===== config.mk =====
export PLATFORM = sky130hd
export DESIGN_NAME = atm_txn_ctrl
export DESIGN_NICKNAME = d
export VERILOG_FILES = /design/src/rtl/atm_pkg.sv /design/src/rtl/atm_timeout_ctr.sv /design/src/rtl/atm_txn_ctrl.sv
export SDC_FILE = /design/constraint.sdc
export NUM_CORES = 1
export LEC_CHECK = 0
export CAP_MARGIN = 40
export CORE_MARGIN = 4
export CORE_UTILIZATION = 52
export CTS_CLUSTER_DIAMETER = 30
export DETAILED_ROUTE_END_ITERATION = 6
export GPL_ROUTABILITY_DRIVEN = 1
export GPL_TIMING_DRIVEN = 0
export PLACE_DENSITY = 0.81
export SYNTH_ARGS = -nofsm -noshare
export SYNTH_HDL_FRONTEND = slang
export SYNTH_HIERARCHICAL = 1
export SYNTH_SLANG_ARGS = --single-unit

===== constraint.sdc =====
create_clock -name clk -period 3 [get_ports clk]
set_input_delay 0.6 -clock clk [delete_from_list [all_inputs] [get_ports clk]]
set_output_delay 0.6 -clock clk [all_outputs]
set_load 0.01 [all_outputs]

===== src/rtl/atm_pkg.sv =====
// ATM transaction controller: shared state encoding, also exported on the debug bus.
`default_nettype none

package atm_pkg;

  localparam int STATE_W = 3;

  typedef enum logic [STATE_W-1:0] {
    IDLE      = 3'd0,
    WAIT_PIN  = 3'd1,
    WAIT_AMT  = 3'd2,
    CHECK_BAL = 3'd3,
    DISPENSE  = 3'd4,
    EJECT     = 3'd5,
    LOCKED    = 3'd6
  } state_t;

endpackage

`default_nettype wire


===== src/rtl/atm_timeout_ctr.sv =====
// Inactivity timer: counts enabled cycles and flags the last tolerated one.
`default_nettype none

module atm_timeout_ctr #(
  parameter int TIMEOUT_CYC = 64
) (
  input  logic clk,
  input  logic rst,
  input  logic clr,
  input  logic en,
  output logic expired
);

  localparam int              CNT_W = $clog2(TIMEOUT_CYC);
  localparam logic [CNT_W-1:0] LAST = CNT_W'(TIMEOUT_CYC - 1);

  logic [CNT_W-1:0] count;

  // Saturates so a stalled consumer never sees the count wrap back to zero.
  always_ff @(posedge clk or posedge rst) begin
    if (rst)                        count <= '0;
    else if (clr)                   count <= '0;
    else if (en && (count != LAST)) count <= count + 1'b1;
  end

  assign expired = (count == LAST);

endmodule

`default_nettype wire


===== src/rtl/atm_txn_ctrl.sv =====
// ATM transaction controller: PIN retry/lockout, inactivity timeout,
// on-chip balance with debit on dispense, and dispenser ready/ack handshake.
`default_nettype none

module atm_txn_ctrl
  import atm_pkg::*;
#(
  parameter int AMT_W         = 16,
  parameter int MAX_PIN_TRIES = 3,
  parameter int TIMEOUT_CYC   = 64,
  parameter int INIT_BALANCE  = 1000
) (
  input  logic             clk,
  input  logic             rst,
  input  logic             card_inserted,
  input  logic             pin_valid,
  input  logic             pin_ok,
  input  logic             amt_valid,
  input  logic [AMT_W-1:0] amount,
  input  logic             dispense_ack,
  input  logic             admin_unlock,
  output logic             dispense_cash,
  output logic [AMT_W-1:0] dispense_amt,
  output logic             eject_card,
  output logic             card_retained,
  output logic             insufficient,
  output logic             timeout,
  output logic [AMT_W-1:0] balance,
  output logic [2:0]       state_o
);

  localparam int               TRY_W    = (MAX_PIN_TRIES > 1) ? $clog2(MAX_PIN_TRIES) : 1;
  localparam logic [TRY_W-1:0] LAST_TRY = TRY_W'(MAX_PIN_TRIES - 1);
  localparam logic [AMT_W-1:0] INIT_BAL = AMT_W'(INIT_BALANCE);

  state_t           state, next_state;
  logic [TRY_W-1:0] tries;
  logic [AMT_W-1:0] amt_reg;

  logic timer_clr, timer_en, expired;
  logic tries_clr, tries_inc, amt_load, debit, to_pulse, insuf_pulse;

  atm_timeout_ctr #(.TIMEOUT_CYC(TIMEOUT_CYC)) u_timer (
    .clk     (clk),
    .rst     (rst),
    .clr     (timer_clr),
    .en      (timer_en),
    .expired (expired)
  );

  always_ff @(posedge clk or posedge rst) begin
    if (rst) state <= IDLE;
    else     state <= next_state;
  end

  // Priority in the wait states: card removal, then strobe, then timeout.
  always_comb begin
    next_state  = state;
    timer_clr   = 1'b1;
    timer_en    = 1'b0;
    tries_clr   = 1'b0;
    tries_inc   = 1'b0;
    amt_load    = 1'b0;
    debit       = 1'b0;
    to_pulse    = 1'b0;
    insuf_pulse = 1'b0;
    case (state)
      IDLE: if (card_inserted) begin
        next_state = WAIT_PIN;
        tries_clr  = 1'b1;
      end
      WAIT_PIN: begin
        if (!card_inserted) next_state = IDLE;
        else if (pin_valid) begin
          if (pin_ok)                 next_state = WAIT_AMT;
          else if (tries == LAST_TRY) next_state = LOCKED;
          else                        tries_inc  = 1'b1;
        end else if (expired) begin
          next_state = EJECT;
          to_pulse   = 1'b1;
        end else begin
          timer_clr = 1'b0;
          timer_en  = 1'b1;
        end
      end
      WAIT_AMT: begin
        if (!card_inserted) next_state = IDLE;
        else if (amt_valid) begin
          next_state = CHECK_BAL;
          amt_load   = 1'b1;
        end else if (expired) begin
          next_state = EJECT;
          to_pulse   = 1'b1;
        end else begin
          timer_clr = 1'b0;
          timer_en  = 1'b1;
        end
      end
      CHECK_BAL: begin
        if ((amt_reg == '0) || (amt_reg > balance)) begin
          next_state  = EJECT;
          insuf_pulse = 1'b1;
        end else begin
          next_state = DISPENSE;
        end
      end
      DISPENSE: if (dispense_ack) begin
        next_state = EJECT;
        debit      = 1'b1;
      end
      EJECT:  if (!card_inserted) next_state = IDLE;
      LOCKED: if (admin_unlock) begin
        next_state = IDLE;
        tries_clr  = 1'b1;
      end
      default: next_state = IDLE;
    endcase
  end

  always_comb begin
    dispense_cash = (state == DISPENSE);
    dispense_amt  = (state == DISPENSE) ? amt_reg : '0;
    eject_card    = (state == EJECT);
    card_retained = (state == LOCKED);
    state_o       = state;
  end

  // amount > balance is rejected in CHECK_BAL, so the debit cannot underflow.
  always_ff @(posedge clk or posedge rst) begin
    if (rst) begin
      tries        <= '0;
      amt_reg      <= '0;
      balance      <= INIT_BAL;
      insufficient <= 1'b0;
      timeout      <= 1'b0;
    end else begin
      if (tries_clr)      tries <= '0;
      else if (tries_inc) tries <= tries + 1'b1;
      if (amt_load) amt_reg <= amount;
      if (debit)    balance <= balance - amt_reg;
      insufficient <= insuf_pulse;
      timeout      <= to_pulse;
    end
  end

  a_disp_amt: assert property (@(posedge clk) disable iff (rst)
    dispense_cash |-> ((dispense_amt <= balance) && (dispense_amt != '0)));
  a_ack_eject: assert property (@(posedge clk) disable iff (rst)
    ((state == DISPENSE) && dispense_ack) |=> (state == EJECT));
  a_locked_tries: assert property (@(posedge clk) disable iff (rst)
    card_retained |-> (tries == LAST_TRY));
  a_bal_stable: assert property (@(posedge clk) disable iff (rst)
    !((state == DISPENSE) && dispense_ack) |=> $stable(balance));

endmodule

`default_nettype wire


Word-level counts from Yosys, hierarchy flattened
Cells that the tools add are included.
W data, S select, Z words.
{"block": "classes", "eq_ne": 14, "reduce_logical": 7, "n_addsub": 3, "order_cmp": 1, "n_mux": 50}
{"op": "$mux W3", "count": 11}
{"op": "$mux W1", "count": 29}
{"op": "$pmux W3 S7", "count": 1}
{"op": "$gt A16 B16 Y1", "count": 1}
{"op": "$logic_not A16 Y1", "count": 1}
{"op": "$mux W16", "count": 1}
{"op": "$sub A16 B16 Y16", "count": 1}
{"op": "$mux W6", "count": 2}
{"op": "$eq A3 B3 Y1 const B", "count": 3}
{"op": "$ne A2 B2 Y1 const B", "count": 4}
{"op": "$pmux W1 S2", "count": 4}
{"op": "$add A6 B1 Y6 const B", "count": 1}
{"op": "$eq A3 B2 Y1 const B", "count": 2}
{"op": "$eq A6 B6 Y1 const B", "count": 1}
{"op": "$ne A6 B6 Y1 const B", "count": 1}
{"op": "$ne A5 B5 Y1 const B", "count": 1}
{"op": "$reduce_and A5 Y1", "count": 1}
{"op": "$mux W2", "count": 2}
{"op": "$reduce_bool A2 Y1", "count": 2}
{"op": "$eq A3 B1 Y1 const B", "count": 1}
{"op": "$logic_not A3 Y1", "count": 1}
{"op": "$add A2 B1 Y2 const B", "count": 1}
{"op": "$eq A2 B2 Y1 const B", "count": 1}
{"op": "$logic_and A1 B1 Y1", "count": 1}
{"op": "$logic_or A1 B1 Y1", "count": 1}
{"block": "totals", "regBits": 45, "wordCells": 82, "out_inout_bits": 40, "in_bits": 24}

Logic depth before layout (Yosys ltp)
Gate-level depths: netlist of the first run.
{"block": "depth", "word_depth": 8, "ltp_mapped": 10, "mapped_depth_nobuf": 9}

Cells and area by module
The synthesis of the first run kept the hierarchy.
{"module": "atm_txn_ctrl", "area_per_inst_um2": 2655.0, "seq_area_each_um2": 983.4, "n_inst": 1, "cells_per_inst": 304}
{"module": "atm_timeout_ctr", "area_per_inst_um2": 369.1, "seq_area_each_um2": 150.1, "n_inst": 1, "cells_per_inst": 37}

Worst setup path before layout of the first run
OpenSTA, ideal clock, no wires.
{"block": "synth_timing", "kind": "register to register", "from": "register balance[0]", "to": "register balance[14]", "setup_ns": 0.070, "path_buffers": 1, "stages_incl_launch_ff": 11, "arrival_time_ns": 2.419, "setup_slack_ns": 0.511, "period_less_slack_ns": 2.489, "path_cell_list": "dfrtp_1 > inv_1 > ha_1 > fa_1 > and2b_4 > o31ai_4 > a211o_1 > and3_1 > buf_6 > or4_1 > nand3b_1"}
{"block": "synth_via", "elab_chain_len": 1}
{"element": "from (decl)", "line_no": "atm_txn_ctrl.sv:28", "rtl": "output logic [AMT_W-1:0] balance,"}
{"element": "from (signal assigned)", "line_no": "atm_txn_ctrl.sv:140", "rtl": "if (debit) balance <= balance - amt_reg;"}
{"element": "$sub A16 B16 Y16", "line_no": "atm_txn_ctrl.sv:140"}
Every way passes these cells.
A chain may end at the register's enable or synchronous reset.

Worst setup path after layout of the first run
{"block": "layout_timing", "from": "register state[1] (netlist: state_o[1])", "to": "output port dispense_amt[13]"}
{"block": "layout_via", "elab_chain_len": 2}
{"element": "from (decl)", "line_no": "atm_txn_ctrl.sv:36", "rtl": "state_t state, next_state;"}
{"element": "from (signal assigned)", "line_no": "atm_txn_ctrl.sv:53", "rtl": "else state <= next_state;"}
{"element": "$eq A3 B3 Y1", "line_no": "atm_txn_ctrl.sv:122", "rtl": "dispense_amt = (state == DISPENSE) ? amt_reg : '0;"}
{"element": "$mux W16", "line_no": "atm_txn_ctrl.sv:122"}
{"element": "to (decl)", "line_no": "atm_txn_ctrl.sv:23", "rtl": "output logic [AMT_W-1:0] dispense_amt,"}
Every way passes these cells.

==> results.toml, run 1 <==
[synthesis]
synth_enable_flop_cells = 0
syn-cell-area_um2 = 3020
synth_mux_area_share_pct = 6.66
synth-simple-area-share_pct = 21.6
ys.flop_type = "dfrtp_1"
yosys.area_share.adder_pct = 8.11
synth_cells = 341
yosys.area_share.xor_xnor_pct = 2.90
seq_area_frac_synth_pct = 37.5
postSynth.asyncResetShare_pct = 100
synth_top_family_by_area = "simple AND/OR/NAND/NOR gates"
synth.distinct_cells = 55
synth_compound_area_share_pct = 17.1
syn_nets = 384
syn_area_per_cell_um2 = 8.87
synth_warnings = 6
synth_seq_cells = 45

[layout]
antenna-diode-count = 0
multi_input_area_um2 = 1700
fillers = 464
regArea_um2 = 1130
areaGrowthSynthToFinish_pct = 27.7
nNetsFinal = 455
drive_gt1_share_pct = 12.8

[timing]
worst_pin_slew_ns = 0.600
layout_worst_path_cycle_share_pct = 94.0
setup_violations = 0
maxSlewViolCount = 0
setup_slack_ns = 0.181
min_period_ns = 2.82
worst_clock_skew_ns = 0.00865
hold_viol_final = 0
maxSlewHeadroom_pct = 59.7
max_freq_ghz = 0.355
rsz0062_at_grt = "no"

[global_route]
grt_pass1_vias = 2840
grt-ovfl-total = 0
grt_antenna_before_repair = 0
grt_pass1_wl_um = 13500
grt_max_degree = 32
grtUsageTotal_pct = 23.4

[critical_path]
cp.required_ns = 2.40
cpMostUsedCell = "clkbuf_2"
path_buf_inv = 3
crit_type = "reg -> out"
worst_path_max_delay_cell = "clkdlybuf4s50_1"
crit_fanout = 10
crit_path_max_incr_delay_ns = 0.60
cp_cell_sequence = "or2_0 > clkbuf_2 > clkbuf_2 > nor3_1 > clkdlybuf4s50_1"
critPathCaptureType = "output pin"
cp-start-kind = "flop"
cp_top_family = "buffers and inverters"
cp.arrival_ns = 2.22

[clock_network]
cts_tree = "yes"
hold_buffers = 0
cts_buffer_depth = 2
cts_made_buffers = 5
cts-root-buf = "clkbuf_8"
insertion_delay_ns = 0.30
cts.sinks = 45
clk_pin_slew_ns = 0.09
h-tree-depth = 2

[floorplan]
io_pins = 64
die_w_um = 84.3
die_y_um = 84.3
dieArea_um2 = 7100
core-area_um2 = 5570
start_util_pct = 54.3
floorplan.rows = 27

[power]
powerDensity_nw_per_um2 = 1090
p_leak_nw = 1.66
power.total_mw = 4.22
ir_drop_uv = 702

[place]
gp_congestion = 0.975
hpwl_um = 6170
numPortBuffers = 63
pre_cts_ws_ns = -0.0105

[route]
drt_wl_total_um = 8180
num_vias = 2869
firstDrtPassIters = 4
drc = 0
routedWlPerCell_um = 16.9
via_per_inst = 5.92
dr.first_iter.drc_count = 266
ant_nets = 0

[run]
drv_cap = 0

[run_status]
status = "finished, final reports clean"

[worst_hold_path]
hold_class = "reg -> reg"
-- where the power goes --
group / internal (mW) / switching (mW)
clock: 0.162 / 0.218
sequential: 0.859 / 0.206
combinational: 1.26 / 1.52
total: 2.28 / 1.95
-- metal layers --
layer / vias up / track usage (%) / routed length [µm]
met1: 1373 / 31.3 / 3580
met3: 15 / 3.83 / 462
met5: - / 0 / 0
li1: 1365 / - / -
met2: 116 / 38.7 / 3980
met4: 0 / 7.31 / 159
-- logic make-up (layout without fill, tap and decap cells) --
group / count (synthesis) / after routing
muxes: 18 / 18
AOI/OAI and AO/OA: 79 / 79
xor gates and xnor gates: 10 / 10
DFF: 45 / 45
buffers and inverters: 43 / 115
and+or+nand+nor: 127 / 127
adders and majority gates: 19 / 19
-- tightest hold or removal path: stages, from the launching register on --
cell,delay (ns)
dfstp_2,0.39
nand2_1,0.04
o21ai_0,0.07
-- cell usage after synthesis, types with 4 or more instances --
master    count  area share (%)
ha_1         18             7.4
inv_1        29             3.6
nor4_1        4            0.83
a21oi_1      24             4.0
a31oi_1       4            0.83
nor3_1       23             3.8
nand3_1       6            0.99
o21ai_0      19             3.1
dfrtp_1      39              32
nand2_1      35             4.3
mux2_2       17             6.3
xor2_1        5             1.4
nand2b_1      6             1.2
clkbuf_1      7            0.87
o311ai_1      4             1.2
dfstp_2       6             5.2
xnor2_1       5             1.4
nand4_1       5             1.0
nor2_1       25             3.1
-- layout by cell type, fill, tap and decap left out, types with 3 or more instances in the layout --
cell type,synthesis,routed
a211o_1,3,3
a211oi_1,3,3
a21o_1,3,3
a21oi_1,24,24
a31oi_1,4,4
buf_2,2,3
buf_6,3,3
clkbuf_1,7,5
clkbuf_8,0,5
clkdlybuf4s50_1,0,63
dfrtp_1,39,39
dfstp_2,6,6
ha_1,18,18
inv_1,29,27
mux2_2,17,17
nand2_1,35,35
nand2b_1,6,6
nand3_1,6,6
nand4_1,5,5
nor2_1,25,25
nor2b_1,3,3
nor3_1,23,23
nor4_1,4,4
o211ai_1,3,3
o21ai_0,19,19
o311ai_1,4,4
xnor2_1,5,5
xor2_1,5,5
-- final timing paths --
path	from	endpoint	slack, ns	cells past startpoint
min in group asynchronous	rst	amt_reg[6]$_DFFE_PP0P_	0.56	2
setup / recovery	state_o[1]$_DFFE_PP0P_	dispense_amt[13]	0.18	5
setup reg to reg	amt_reg[0]$_DFFE_PP0P_	balance[14]$_DFFE_PP0P_	0.40	9
hold / removal	balance[7]$_DFFE_PP1P_	balance[7]$_DFFE_PP1P_	0.49	2
max in group asynchronous	rst	balance[5]$_DFFE_PP1P_	1.94	3
hold reg to reg	balance[7]$_DFFE_PP1P_	balance[7]$_DFFE_PP1P_	0.49	2
-- final cells by class --
| class | count | share of cell area, % |
|---|---|---|
| Clock buffer | 6 | 1.88 |
| Sequential cell | 45 | 29.3 |
| Multi-Input combinational cell | 253 | 44.1 |
| Inverter | 29 | 2.92 |
| Clock inverter | 2 | 0.259 |
| Buffer | 12 | 1.91 |
| Tap cell | 72 | 2.33 |
| Timing Repair Buffer | 66 | 17.2 |
-- timing repair --
item                                    CTS  global route
buffers inserted                          2             0
resized for setup                         2             3
cloned                                    0             0
endpoints found under the setup margin   11             6
-- metrics by stage --
| step | util [%] | hold slack [ns] | cell area, µm² | setup TNS (ns) | std cells |
|---|---|---|---|---|---|
| 3_5_place_dp | 67.5 | 0.487 | 3760 | -0.0177 | 477 |
| 2_1_floorplan | - | 0.391 | 3020 | 0 | 341 |
| 4_1_cts | 69.3 | 0.501 | 3860 | 0 | 486 |
| 6_report | 69.3 | 0.494 | 3860 | 0 | 485 |
| 3_3_place_gp | 67.2 | 0.480 | 3740 | 0 | 476 |
| 5_1_grt | 69.3 | 0.514 | 3860 | 0 | 485 |
Power figures use the tool's default switching activity.
==> run 2: changes to the inputs <==
--- a/config.mk
+++ b/config.mk
@@ -13,6 +13,7 @@
 export GPL_ROUTABILITY_DRIVEN = 1
 export GPL_TIMING_DRIVEN = 0
 export PLACE_DENSITY = 0.81
+export SKIP_CTS_REPAIR_TIMING = 1
 export SYNTH_ARGS = -nofsm -noshare
 export SYNTH_HDL_FRONTEND = slang
 export SYNTH_HIERARCHICAL = 1
==> run 2 against run 1 <==
Register-to-register slack about the same. Flip-flop and latch count stayed put. Worst hold slack improved by 0.0013 ns. Total power decreased by 0.50%. Core utilization is 0.16 points lower. Critical path type unchanged.
==> results.toml, run 2 (synthesis results as in run 1) <==
[timing]
max_freq_ghz = 0.343
hold_viol_final = 0
rsz0062_at_grt = "no"
whs_ns = 0.495
worst_clock_skew_ns = 0.00921
min_period_ns = 2.92
maxSlewViolCount = 0
worst_pin_slew_ns = 0.581
layout_worst_path_cycle_share_pct = 97.3
maxSlewHeadroom_pct = 61.0
setup_violations = 0
finalSetupTns_ns = 0

[critical_path]
crit_path_max_incr_delay_ns = 0.60
crit_fanout = 10
cp-start-kind = "flop"
cp_cell_sequence = "or2_0 > clkbuf_1 > clkbuf_2 > nor3_1 > clkdlybuf4s50_1"
r2r_setup_slack_ns = 0.40
r2r_start = "amt_reg[0]$_DFFE_PP0P_"
crit_type = "reg -> out"
critPathCaptureType = "output pin"
worst_path_max_delay_cell = "clkdlybuf4s50_1"
reg2reg_depth = 9
cp.arrival_ns = 2.32
critical_path.reg2reg.endpoint = "balance[14]$_DFFE_PP0P_"
cp.required_ns = 2.40
cp_top_family = "buffers and inverters"
path_buf_inv = 3

[clock_network]
cts.sinks = 45
h-tree-depth = 2
cts_tree = "yes"
cts-root-buf = "clkbuf_8"
insertion_delay_ns = 0.30
cts_made_buffers = 5
clk_pin_slew_ns = 0.09
cts_buffer_depth = 2

[global_route]
grt-ovfl-total = 0
grt_pass1_vias = 2829
grt_max_degree = 32
grtUsageTotal_pct = 23.1
grt_antenna_before_repair = 0
grt_pass1_wl_um = 13400

[route]
met1_length_um = 3510
num_vias = 2841
routed-wl-met2_um = 3910
routedWlPerCell_um = 16.7
via_per_inst = 5.87
firstDrtPassIters = 5
wl_met3_um = 465
dr.first_iter.drc_count = 279
ant_nets = 0
drt_wl_total_um = 8060
highest_layer = "met4"
drc = 0

[floorplan]
core-area_um2 = 5570
start_util_pct = 54.3
floorplan.rows = 27
dieArea_um2 = 7100
die_w_um = 84.3
io_pins = 64
die_y_um = 84.3

[power]
p_leak_nw = 1.65
switching_share_pct = 46.1
internal_power_mw = 2.27
ir_drop_uv = 703
powerDensity_nw_per_um2 = 1090
p_clk_share_pct = 9.0
p_comb_share_pct = 65.6
switchingPower_mw = 1.94
p_seq_share_pct = 25.3

[worst_hold_path]
min_from = "balance[7]$_DFFE_PP1P_"
min_to = "balance[7]$_DFFE_PP1P_"
hold_class = "reg -> reg"
whs_path_depth = 2

[layout]
final_cell_mix = "clkdlybuf4s50_1 (63), dfrtp_1 (38), nand2_1 (35)"
final_common_cell = "clkdlybuf4s50_1"
drive_gt1_share_pct = 12.6
areaGrowthSynthToFinish_pct = 27.4
nNetsFinal = 454
antenna-diode-count = 0
layout.cells.non_filler = 484

[place]
numPortBuffers = 63
gp_congestion = 0.975
placedCellCount = 477
hpwl_um = 6170

[run]
drv_cap = 0

[run_status]
status = "finished, final reports clean"
[run 2: worst max-delay path by stage]
| stage | from | to | slack [ns] | cells past startpoint |
|---|---|---|---|---|
| after floorplan | balance[0]$_DFFE_PP0P_ | balance[14]$_DFFE_PP0P_ | 0.51 | 10 |
| after global placement | state_o[2]$_DFFE_PP0P_ | dispense_amt[10] | 0.05 | 6 |
| after detailed placement | state_o[2]$_DFFE_PP0P_ | dispense_amt[13] | -0.01 | 6 |
| after CTS | state_o[2]$_DFFE_PP0P_ | dispense_amt[13] | -0.36 | 6 |
| after global routing | state_o[0]$_DFFE_PP0P_ | dispense_amt[11] | 0.007 | 5 |
| final | state_o[1]$_DFFE_PP0P_ | dispense_amt[14] | 0.08 | 5 |
[run 2: worst reg2reg max path: stages (launching register included)]
cell	delay (ns)
dfrtp_1	0.44
ha_1	0.23
fa_1	0.40
and2b_4	0.29
o31ai_4	0.07
a211o_1	0.27
and3_1	0.17
buf_6	0.13
or4_1	0.46
nand3b_1	0.09
[run 2: power groups by stage]
stage	clock network, mW	logic [mW]	registers [mW]
6_report	0.380	2.76	1.07
5_1_grt	0.405	3.05	1.10
3_5_place_dp	0	2.73	1.06
3_3_place_gp	0	2.63	1.05
2_1_floorplan	0	1.89	1.07
4_1_cts	0.388	2.75	1.05
[run 2: layout make-up]
class	count	area (µm²)
Buffer	13	77.6
Clock inverter	2	10.0
Tap cell	72	90.1
Multi-Input combinational cell	253	1710
Timing Repair Buffer	64	651
Fill cell	469	1720
Inverter	29	109
Clock buffer	6	72.6
Sequential cell	45	1130
[run 2: per-stage QoR]
step | worst slack [ns] | utilization [%] | power (mW) | instance area [µm²]
after floorplan | 0.511 | - | 2.95 | 3020
after global placement | 0.0531 | 67.2 | 3.68 | 3740
after detailed placement | -0.0105 | 67.5 | 3.79 | 3760
after CTS | -0.359 | 69.0 | 4.18 | 3850
after global routing | 0.00731 | 69.1 | 4.56 | 3850
final | 0.0821 | 69.1 | 4.20 | 3850
[run 2: metal layers]
layer | vias to the layer above | GRT usage, %
li1 | 1361 | -
met1 | 1345 | 31.5
met2 | 116 | 37.7
met3 | 19 | 3.83
met4 | 0 | 7.31
met5 | - | 0
==> run 3: changes to the inputs <==
--- a/config.mk
+++ b/config.mk
@@ -9,6 +9,7 @@
 export CORE_MARGIN = 4
 export CORE_UTILIZATION = 52
 export CTS_CLUSTER_DIAMETER = 30
+export CTS_CLUSTER_SIZE = 28
 export DETAILED_ROUTE_END_ITERATION = 6
 export GPL_ROUTABILITY_DRIVEN = 1
 export GPL_TIMING_DRIVEN = 0
==> constraint.sdc (replaced) <==
create_clock -name clk -period 3.3 [get_ports clk]
set_input_delay 0.66 -clock clk [delete_from_list [all_inputs] [get_ports clk]]
set_output_delay 0.66 -clock clk [all_outputs]
set_load 0.01 [all_outputs]
==> run 3 against run 2 <==
Global-route usage did not move. Largest cell class unchanged. Die area did not move. Wire length fell by 0.87%. Sequential power fell by 9.7%. Critical endpoint is now dispense_amt[13]. Combinational power fell by 9.4%. Largest power group unchanged. Final cell count fell by 0.21%. Critical path type unchanged.
==> results.toml, run 3 (synthesis results as in run 1) <==
[global_route]
grtUsageTotal_pct = 23.1
grt_antenna_before_repair = 0
grt_max_degree = 32
grt-ovfl-total = 0
grt_pass1_vias = 2829
grt_pass1_wl_um = 13400

[run]
drv_cap = 0

[timing]
maxSlewViolCount = 0
max_freq_ghz = 0.326
setup_violations = 0
rsz0062_at_grt = "no"
hold_viol_final = 0
layout_worst_path_cycle_share_pct = 92.9
worst_pin_slew_ns = 0.583
worst_clock_skew_ns = 0.00766
min_period_ns = 3.07
setup_slack_ns = 0.233
maxSlewHeadroom_pct = 60.8

[critical_path]
critPathCaptureType = "output pin"
reg2reg_depth = 9
cp.required_ns = 2.64
crit_fanout = 16
cp-start-kind = "flop"
r2r_start = "amt_reg[0]$_DFFE_PP0P_"
cp.arrival_ns = 2.41
r2r_setup_slack_ns = 0.70
crit_type = "reg -> out"
crit_path_start = "state_o[2]$_DFFE_PP0P_"
critical_path.reg2reg.endpoint = "balance[14]$_DFFE_PP0P_"

[place]
pre_cts_ws_ns = 0.229
hpwl_um = 6170
gp_congestion = 0.975
numPortBuffers = 63

[worst_hold_path]
min_to = "balance[7]$_DFFE_PP1P_"
hold_class = "reg -> reg"
min_from = "balance[7]$_DFFE_PP1P_"
whs_path_depth = 2

[layout]
areaGrowthSynthToFinish_pct = 27.0
drive_gt1_share_pct = 11.7
final_common_cell = "clkdlybuf4s50_1"
antenna-diode-count = 0
fillers = 472
final_cell_mix = "clkdlybuf4s50_1 (63), dfrtp_1 (39), nand2_1 (35)"
nNetsFinal = 453

[floorplan]
floorplan.rows = 27
io_pins = 64
die_w_um = 84.3
dieArea_um2 = 7100
die_y_um = 84.3
core-area_um2 = 5570
start_util_pct = 54.3

[route]
routedWlPerCell_um = 16.5
dr.first_iter.drc_count = 232
ant_nets = 0
via_per_inst = 5.93
firstDrtPassIters = 5
num_vias = 2866
drc = 0
drt_wl_total_um = 7990

[clock_network]
cts.sinks = 45
insertion_delay_ns = 0.30
cts_made_buffers = 5
clk_pin_slew_ns = 0.09
cts-root-buf = "clkbuf_8"
h-tree-depth = 2
cts_buffer_depth = 2
cts_tree = "yes"

[power]
ir_drop_uv = 638
power.total_mw = 3.81
p_leak_nw = 1.64
powerDensity_nw_per_um2 = 992

[run_status]
status = "finished, final reports clean"
-- run 3: report_power, final --
part           switching [mW]  internal (mW)
sequential              0.185          0.781
combinational            1.38           1.13
clock                   0.194          0.147
total                    1.76           2.05
-- run 3: how the worst max path moves through the flow --
| stage | to | slack, ns | cells past startpoint |
|---|---|---|---|
| final | dispense_amt[13] | 0.23 | 4 |
| after CTS | dispense_amt[13] | -0.12 | 6 |
| after floorplan | balance[14]$_DFFE_PP0P_ | 0.81 | 10 |
| after global placement | dispense_amt[10] | 0.29 | 6 |
| after global routing | dispense_amt[13] | 0.11 | 4 |
| after detailed placement | dispense_amt[13] | 0.23 | 6 |
-- run 3: layer usage --
layer  part of all wire, %  vias up  GRT usage (%)
li1                      -     1361              -
met1                    43     1360           31.5
met3                   5.9       17           3.83
met5                     0        -              0
met2                    49      128           37.7
met4                   2.1        0           7.31
-- run 3: final cells by class --
cell class	count	area [µm²]	area share, %
clock buffers	6	72.6	1.89
repair buffers	64	651	16.9
flip-flops and latches	45	1130	29.5
plain buffers	12	71.3	1.86
inverters	29	109	2.83
well taps	72	90.1	2.35
clock inverters	2	10.0	0.261
multi-input cells	253	1700	44.4
-- run 3: stage by stage --
stage               instance area [µm²]  instances  util, %  setup TNS [ns]  hold slack [ns]
detailed placement                 3760        477     67.5               0            0.487
global route                       3840        483     68.9               0            0.514
global placement                   3740        476     67.2               0            0.480
CTS                                3850        485     69.0          -0.898            0.501
floorplan                          3020        341        -               0            0.451
finish                             3840        483     68.9               0            0.494
-- run 3: critical path, cell delays in order, from the launching register on --
cell and delay, ns:
dfrtp_1 0.52, inv_1 0.35, clkbuf_2 0.33, nor3_1 0.30, clkdlybuf4s50_1 0.60
